## src/rtl/deserializer.sv

```systemverilog
// Rebuilds MSB-first serial frames into left-aligned parallel words with a bit-count
// modifier; frames shorter than MIN_FRAME_LEN are discarded with a drop pulse.
module deserializer #(
    parameter int DATA_BUS_WIDTH = 16,
    parameter int DATA_MOD_WIDTH = 4,
    parameter int MIN_FRAME_LEN  = 3
) (
    input  logic                      clk_i,
    input  logic                      arst_n_i,
    input  logic                      ser_data_i,
    input  logic                      ser_data_val_i,
    output logic [DATA_BUS_WIDTH-1:0] data_o,
    output logic [DATA_MOD_WIDTH-1:0] data_mod_o,
    output logic                      data_val_o,
    output logic                      busy_o,
    output logic                      drop_o
);

    localparam int CNT_W = DATA_MOD_WIDTH + 1;
    localparam logic [CNT_W-1:0]          CNT_FULL = CNT_W'(DATA_BUS_WIDTH);
    localparam logic [CNT_W-1:0]          CNT_MIN  = CNT_W'(MIN_FRAME_LEN);
    localparam logic [CNT_W-1:0]          CNT_ONE  = CNT_W'(1);
    localparam logic [DATA_MOD_WIDTH-1:0] TOP_IDX  = DATA_MOD_WIDTH'(DATA_BUS_WIDTH - 1);

    typedef enum logic [0:0] {
        IDLE_S = 1'b0,
        RECV_S = 1'b1
    } state_t;

    state_t                      state_r;
    state_t                      state_nxt_s;
    logic [CNT_W-1:0]            bit_cnt_r;
    logic [CNT_W-1:0]            bit_cnt_nxt_s;
    logic [DATA_BUS_WIDTH-1:0]   shift_r;
    logic [DATA_BUS_WIDTH-1:0]   shift_nxt_s;
    logic [DATA_BUS_WIDTH-1:0]   shift_upd_s;
    logic [DATA_MOD_WIDTH-1:0]   idx_s;
    logic                        emit_s;
    logic                        drop_s;
    logic [DATA_BUS_WIDTH-1:0]   emit_data_s;
    logic [DATA_MOD_WIDTH-1:0]   emit_mod_s;
    logic [DATA_BUS_WIDTH-1:0]   data_r;
    logic [DATA_MOD_WIDTH-1:0]   mod_r;
    logic                        val_r;
    logic                        drop_r;

    // Shift register with the incoming bit placed at W-1-bit_cnt (bit_cnt is 0 in idle).
    always_comb begin
        idx_s              = TOP_IDX - bit_cnt_r[DATA_MOD_WIDTH-1:0];
        shift_upd_s        = shift_r;
        shift_upd_s[idx_s] = ser_data_i;
    end

    // Next-state, counter, shift register and emit/drop decisions.
    always_comb begin
        state_nxt_s   = state_r;
        bit_cnt_nxt_s = bit_cnt_r;
        shift_nxt_s   = shift_r;
        emit_s        = 1'b0;
        drop_s        = 1'b0;
        emit_data_s   = shift_upd_s;
        emit_mod_s    = '0;
        case (state_r)
            IDLE_S: begin
                if (ser_data_val_i) begin
                    shift_nxt_s   = shift_upd_s;
                    bit_cnt_nxt_s = CNT_ONE;
                    state_nxt_s   = RECV_S;
                end else begin
                    state_nxt_s   = IDLE_S;
                end
            end
            RECV_S: begin
                if (ser_data_val_i) begin
                    if ((bit_cnt_r + CNT_ONE) == CNT_FULL) begin
                        // Full word: k mod W is 0, the next valid bit opens a new frame.
                        emit_s        = 1'b1;
                        emit_data_s   = shift_upd_s;
                        emit_mod_s    = '0;
                        shift_nxt_s   = '0;
                        bit_cnt_nxt_s = '0;
                        state_nxt_s   = IDLE_S;
                    end else begin
                        shift_nxt_s   = shift_upd_s;
                        bit_cnt_nxt_s = bit_cnt_r + CNT_ONE;
                    end
                end else begin
                    if (bit_cnt_r >= CNT_MIN) begin
                        emit_s      = 1'b1;
                        emit_data_s = shift_r;
                        emit_mod_s  = bit_cnt_r[DATA_MOD_WIDTH-1:0];
                    end else begin
                        drop_s      = 1'b1;
                    end
                    shift_nxt_s   = '0;
                    bit_cnt_nxt_s = '0;
                    state_nxt_s   = IDLE_S;
                end
            end
            default: begin
                shift_nxt_s   = '0;
                bit_cnt_nxt_s = '0;
                state_nxt_s   = IDLE_S;
            end
        endcase
    end

    // Frame state registers.
    always_ff @(posedge clk_i or negedge arst_n_i) begin
        if (!arst_n_i) begin
            state_r   <= IDLE_S;
            bit_cnt_r <= '0;
            shift_r   <= '0;
        end else begin
            state_r   <= state_nxt_s;
            bit_cnt_r <= bit_cnt_nxt_s;
            shift_r   <= shift_nxt_s;
        end
    end

    // Output registers: word and modifier hold between emits, strobes pulse.
    always_ff @(posedge clk_i or negedge arst_n_i) begin
        if (!arst_n_i) begin
            data_r <= '0;
            mod_r  <= '0;
            val_r  <= 1'b0;
            drop_r <= 1'b0;
        end else begin
            if (emit_s) begin
                data_r <= emit_data_s;
                mod_r  <= emit_mod_s;
            end else begin
                data_r <= data_r;
                mod_r  <= mod_r;
            end
            val_r  <= emit_s;
            drop_r <= drop_s;
        end
    end

    assign data_o     = data_r;
    assign data_mod_o = mod_r;
    assign data_val_o = val_r;
    assign drop_o     = drop_r;
    assign busy_o     = (state_r == RECV_S);

endmodule

```

## config.mk

```make
export PLATFORM = sky130hd
export DESIGN_NAME = deserializer
export DESIGN_NICKNAME = d
export VERILOG_FILES = /design/src/rtl/deserializer.sv
export SDC_FILE = /design/constraint.sdc
export NUM_CORES = 1
export LEC_CHECK = 0
export CAP_MARGIN = 40
export CORE_MARGIN = 2
export CORE_UTILIZATION = 30
export CTS_CLUSTER_DIAMETER = 150
export DETAILED_ROUTE_END_ITERATION = 8
export MAX_ROUTING_LAYER = met4
export PLACE_DENSITY_LB_ADDON = 0.3
export SKIP_CTS_REPAIR_TIMING = 1
export SLEW_MARGIN = 20
export SYNTH_ARGS = -nofsm -noshare
export SYNTH_HDL_FRONTEND = slang
export SYNTH_SLANG_ARGS = --single-unit
```

## constraint.sdc

```tcl
create_clock -name clk_i -period 2.75 [get_ports clk_i]
set_input_delay 0.55 -clock clk_i [delete_from_list [all_inputs] [get_ports clk_i]]
set_output_delay 0.55 -clock clk_i [all_outputs]
set_load 0.05 [all_outputs]
```

==> out/qor.txt, run 1 <==
Status: finished, final reports clean
Cell Pwr Density: 599.6 nW/um2
Count leader, synth: dfrtp_1
Async set-reset flop share out of synthesis: 100.0%
Met3 Use GR: 3.040%
CTS tree: done
Worst Setup SP: bit_cnt_r[0]
CP max stage delay: 570 ps
Skew final: 3.037 ps
Total number of vias: 1758
Post-DP Area: 2720 um2
Mapped Nets: 250
Post-DP HPWL: 3713 um
Crit. End Element: flip-flop
Drt wl/cell: 14.13 um
Worst min path class: in -> async
GPL Wtd Cong: 0.8195
Filler Cell Count: 804
Startpoint Class: flip-flop
Crit. path cell count: 8
Clock Latency Late Sink: 300 ps
Peak Freq: 422.5 MHz
Die H: 91.86 um
First-pass GRT wire length: 9190 um
FF-to-FF Start: bit_cnt_r[0]
Finish-stage setup viols: 0
WP data arrival: 2550 ps
DR iter-0 viols: 102
Row Count: 32
Synthesized flop and latch total: 44
Port Buffers: 26
I/O pin cnt: 27
Post-synthesis cell type count: 38
Non-Filler Instances: 377
Crit-path leading delay family: simple AND/OR/NAND/NOR gates
Cell taking the most area after synthesis: dfrtp_1
Number of global-route vias before repair: 1764
Grt met1 use: 18.58%
DRC: 0
Largest net degree at the start of global routing: 34
Most Crowded Layer GR: met2
Initial antenna violation count: 0
Overall Global Routing Usage: 14.19%
RSZ-0062 raised after global routing: false
Reg2Reg Capture Point: shift_r[8]
Final #Nets: 283
Mapped Avg Cell Area: 9.610 um2
Critical Path RT: 2940 ps
Area contributors post-synth: dfrtp_1 48%, mux2i_1 6.1%, nand2_1 5.8%
Sequential share of the synthesized area: 47.54%
Most used cell, CP: buf_4
Met2 Usage GRT: 22.30%
Area added between synthesis and finish: 22.26%
Crit path max fanout: 11
GRT overflow: 0
DRT antenna net count: 0
Main flop type after synthesis: dfrtp_1
Fin Setup TNS: 0 ps
Root buf cell: clkbuf_8
Tot Pwr: 0.001698 W
Routed vias/inst: 4.663
Period utilization: 86.07%
Layout cells sized above 1: 13.82%
Final Cell Area: 2831 um2
DIE AREA: 8438 um2
Slew HR: 65.26%
Worst setup path endpoint: shift_r[8]
N_diodes: 0
Cts bufs inserted: 5
Clk slew on worst S/H paths: 90 ps
Leakage: 1.241 nW
Worst path bufs/invs: 2
Synth warn: 0
Max_cap viols: 0
Post-Syn Instances: 241
Slew Limit Fails: 0
Hold_ws: 180.5 ps
Final Hold Vio Count: 0
Yosys top cell area share: 47.54%
First-pass DRT Iterations: 4
Measured slew at the worst slew-check pin: 519.5 ps
Starting Density: 30.44%
Sink Count: 44
Post-synth EDFFs: 0
Dpl cells: 369
VDD IR max: 0.0002222 V
Crit path cell chain: ha_1 -> buf_4 -> or4b_1 -> o31ai_4 -> a31oi_4 -> buf_4 -> a21oi_1 -> o22ai_2
Minimum clock period: 2367 ps
CP Class: reg -> reg
H-tree depth: 2
Core box area: 7607 um2
Clk buf depth: 2
Mapped Area: 2316 um2
CP max-delay cell: or4b_1
Post-synth top cells: 44 x dfrtp_1, 36 x nand2_1, 19 x inv_1, 19 x o21ai_0, 16 x nor2_1
Final WL: 5328 um
Flop-to-flop setup slack: 380 ps
Die width: 91.86 um
R2R depth: 8
sequential cells by signal, summed over array words and instances (netlist names):
name,count
data_o,16
shift_r,16
bit_cnt_r,5
data_mod_o,4
busy_o,1
data_val_o,1
drop_o,1
cell families after synthesis:
group                      count (synthesis)  share of synthesized area, %
AOI/OAI and AO/OA                         66                         20.42
and+or+nand+nor                           78                         15.34
muxes                                     14                         6.051
buffers and inverters                     33                         7.239
xor gates and xnor gates                   1                        0.7025
adders and majority gates                  5                         2.701
DFF                                       44                         47.54
final cells by class:
class | instances | area (um2) | area share (%)
repair buffers | 40 | 372.9 | 13.17
multi-input cells | 164 | 1047 | 36.99
clock buffers | 5 | 68.82 | 2.430
flip-flops and latches | 44 | 1101 | 38.89
inverters | 19 | 71.32 | 2.519
well taps | 102 | 127.6 | 4.507
clock inverters | 3 | 42.54 | 1.502
through the flow:
step	utilization [%]	setup slack, ps
finish	37.22	383.0
global route	37.22	273.1
CTS	37.22	380.5
global placement	35.66	84.45
detailed placement	35.76	399.7
floorplan	-	684.1
power breakdown:
part	switching [W]	internal (W)
Sequential	0.0000336	0.000701
Clock	0.000239	0.000269
Combinational	0.000307	0.000147
Total	0.000580	0.00112
worst min-delay path by stage:
stage               slack, ps  cells past startpoint           end
finish                    180                      1  bit_cnt_r[3]
global route              210                      1    shift_r[7]
CTS                       200                      1  bit_cnt_r[3]
detailed placement        470                      2    data_o[15]
global placement          460                      2    data_o[13]
floorplan                 250                      0  bit_cnt_r[0]
layer usage:
layer | share of wire [%] | vias to the layer above
met4 | 1.3 | 0
met2 | 46 | 29
met3 | 2.8 | 5
li1 | - | 895
met1 | 50 | 829
met5 | 0 | -
cell usage in the layout (no fill, tap or decap), drive strengths merged, types with 2 or more instances in the layout:
| cell type | synthesis | routed |
|---|---|---|
| clkdlybuf4s50 | 0 | 25 |
| o21ai | 21 | 21 |
| buf | 11 | 15 |
| nand3 | 13 | 13 |
| a31oi | 2 | 2 |
| mux2i | 14 | 14 |
| a21oi | 17 | 17 |
| nand2 | 37 | 37 |
| a21o | 2 | 2 |
| a22o | 3 | 3 |
| a21boi | 2 | 2 |
| nor2 | 16 | 16 |
| clkbuf | 3 | 5 |
| o22ai | 15 | 15 |
| ha | 5 | 5 |
| nor2b | 2 | 2 |
| nand4 | 2 | 2 |
| dfrtp | 44 | 44 |
| inv | 19 | 19 |
No activity file was read; power rests on OpenSTA's default activity.
==> run 2, diff against run 1 <==
--- a/config.mk
+++ b/config.mk
@@ -6,8 +6,10 @@
 export NUM_CORES = 1
 export LEC_CHECK = 0
 export CAP_MARGIN = 40
+export CELL_PAD_IN_SITES_DETAIL_PLACEMENT = 1
+export CELL_PAD_IN_SITES_GLOBAL_PLACEMENT = 2
 export CORE_MARGIN = 2
-export CORE_UTILIZATION = 30
+export CORE_UTILIZATION = 35
 export CTS_CLUSTER_DIAMETER = 150
 export DETAILED_ROUTE_END_ITERATION = 8
 export MAX_ROUTING_LAYER = met4
==> run 2 against run 1 <==
Against the previous run: sequential power barely moved; largest cell class unchanged; non-clock buffer count down 3; clock skew rose by 5.6 ps; power decreased by 0.48%; sequential share of layout area up 0.59 points; register-to-register slack lost 70 ps; maximum frequency fell by 2.9%; global-route usage grew 3.8 points; combinational power about the same; count of clock-buffer cells in the layout rose by 1; critical path depth fell by 2; hold slack got worse by 46 ps.
==> out/qor.txt, run 2 (synthesis results as in run 1) <==
Utilization after layout: 43.67% (+6.5 points)
Post-DP HPWL: 3906 um (+5.2%)
Period utilization: 88.64% (+2.6 points)
Final WL: 5711 um (+7.2%)
Measured slew at the worst slew-check pin: 656.1 ps (+136.6 ps)
Crit path cell chain: ha_2 -> nand3_1 -> xnor2_2 -> a31oi_4 -> nand2_4 -> o22ai_1
CP Class: reg -> reg
H-tree depth: 2 (unchanged)
First-pass GRT wire length: 9991 um (+8.7%)
WL met2: 2604 um (+5.4%)
Clk buf depth: 2 (unchanged)
N_diodes: 0 (unchanged)
First-pass DRT Iterations: 4 (unchanged)
I/O pin cnt: 27 (unchanged)
Leakage: 1.229 nW (-0.95%)
Peak Freq: 410.3 MHz (-2.9%)
Skew final: 8.662 ps (+5.625 ps)
Slew HR: 56.12% (-9.1 points)
Clock Latency Late Sink: 300 ps (about the same)
Die width: 85.35 um (-7.1%)
CTS tree: done
Die H: 85.35 um (-7.1%)
CP max-delay cell: dfrtp_1
Filler Cell Count: 756 (-6.0%)
DRT antenna net count: 0 (unchanged)
Final Hold Vio Count: 0 (unchanged)
Routed vias/inst: 5.160 (+11%)
Slew Limit Fails: 0 (unchanged)
VDD IR max: 0.0002492 V (+12%)
Sink Count: 44 (unchanged)
Crit. End Element: flip-flop
Overall Global Routing Usage: 17.99% (+3.8 points)
Commonest non-fill, non-tap cells in the layout: 44 x dfrtp_1, 36 x nand2_1, 25 x clkdlybuf4s50_1
Drt wl/cell: 16.36 um (+16%)
Wl on met1: 2923 um (+11%)
Root buf cell: clkbuf_8
RSZ-0062 raised after global routing: false
Largest net degree at the start of global routing: 33 (-2.9%)
Clk slew on worst S/H paths: 90 ps (about the same)
Row Count: 29 (-9.4%)
DRC: 0 (unchanged)
DIE AREA: 7284 um2 (-14%)
Tot Pwr: 0.001689 W (-0.48%)
Finish-stage setup viols: 0 (unchanged)
Starting Density: 36.27% (+5.8 points)
Critical Path RT: 2960 ps (+20 ps)
CP max stage delay: 500 ps (-70 ps)
Layout cells sized above 1: 12.87% (-0.95 points)
Crit path max fanout: 15 (+4)
GRT overflow: 0 (unchanged)
Port Buffers: 26 (unchanged)
Fin Setup TNS: 0 ps (unchanged)
Total number of vias: 1801 (+2.4%)
Core box area: 6386 um2 (-16%)
Final #Nets: 280 (-1.1%)
Status: finished, final reports clean
DR iter-0 viols: 46 (-55%)
Met3 WL post-DR: 121 um (-18%)
Cell Pwr Density: 605.8 nW/um2 (+1.0%)
WP data arrival: 2650 ps (+100 ps)
Area added between synthesis and finish: 20.42%
Highest metal used: met4
Number of global-route vias before repair: 1905 (+8.0%)
GPL Wtd Cong: 0.8209 (+0.17%)
Initial antenna violation count: 0 (unchanged)
Startpoint Class: flip-flop
Worst min path class: in -> async
Max_cap viols: 0 (unchanged)
Minimum clock period: 2438 ps (+70.53 ps)
Post-DP Area: 2679 um2 (-1.5%)
Cts bufs inserted: 5 (unchanged)
Commonest non-fill, non-tap cell in the layout: dfrtp_1
Final Cell Area: 2789 um2 (-1.5%)
## run 2: cell count changes in the layout (fill, tap and decap cells not counted), sizes merged
cell	delta
clkbuf	+1
clkinvlp	-1
buf	-3
## run 2: cell type report
class	instances	area (um2)	area share [%]
Clock buffer	6	72.57	2.602
Clock inverter	2	35.03	1.256
Inverter	19	71.32	2.557
Multi-Input combinational cell	164	1050	37.64
Sequential cell	44	1101	39.48
Tap cell	77	96.34	3.454
Timing Repair Buffer	37	362.8	13.01
## run 2: layer usage
layer,global-route usage [%],vias up
met1,25.98,886
met5,-,-
met4,4.040,0
li1,-,887
met3,3.307,6
met2,26.35,22
## run 2: critical path: cells and delay by family, from the launching register on
family / cells / cell delay [ps]
flops: 1 / 500
simple gates: 2 / 530
compound gates: 2 / 670
xor+xnor: 1 / 270
fa+ha+maj: 1 / 380
## run 2: power breakdown
| group | switching (W) | total [W] | leakage, nW | internal [W] |
|---|---|---|---|---|
| combinational | 0.000309 | 0.000455 | 0.573 | 0.000146 |
| clock | 0.000227 | 0.000497 | 0.0552 | 0.000270 |
| sequential | 0.0000360 | 0.000737 | 0.601 | 0.000701 |
| total | 0.000572 | 0.00169 | 1.23 | 0.00112 |
## run 2: through the flow
step,instances,worst slack [ps],hold WS (ps)
after detailed placement,341,187.9,469.1
final,349,312.5,134.7
after CTS,349,135.3,142.6
after floorplan,241,684.1,254.4
after global routing,349,74.40,136.1
after global placement,341,236.5,460.3
## run 2: path summary, 6_finish.rpt
| path | start | end | slack, ps | cells past startpoint |
|---|---|---|---|---|
| worst min-delay path | arst_n_i | data_mod_o[2] | 130 | 1 |
| max in group asynchronous | arst_n_i | shift_r[5] | 1870 | 2 |
| worst max register to register | bit_cnt_r[1] | shift_r[14] | 310 | 6 |
| worst max-delay path | bit_cnt_r[1] | shift_r[14] | 310 | 6 |
| worst min register to register | data_o[1] | data_o[1] | 480 | 2 |
| min in group clk_i | data_o[1] | data_o[1] | 480 | 2 |
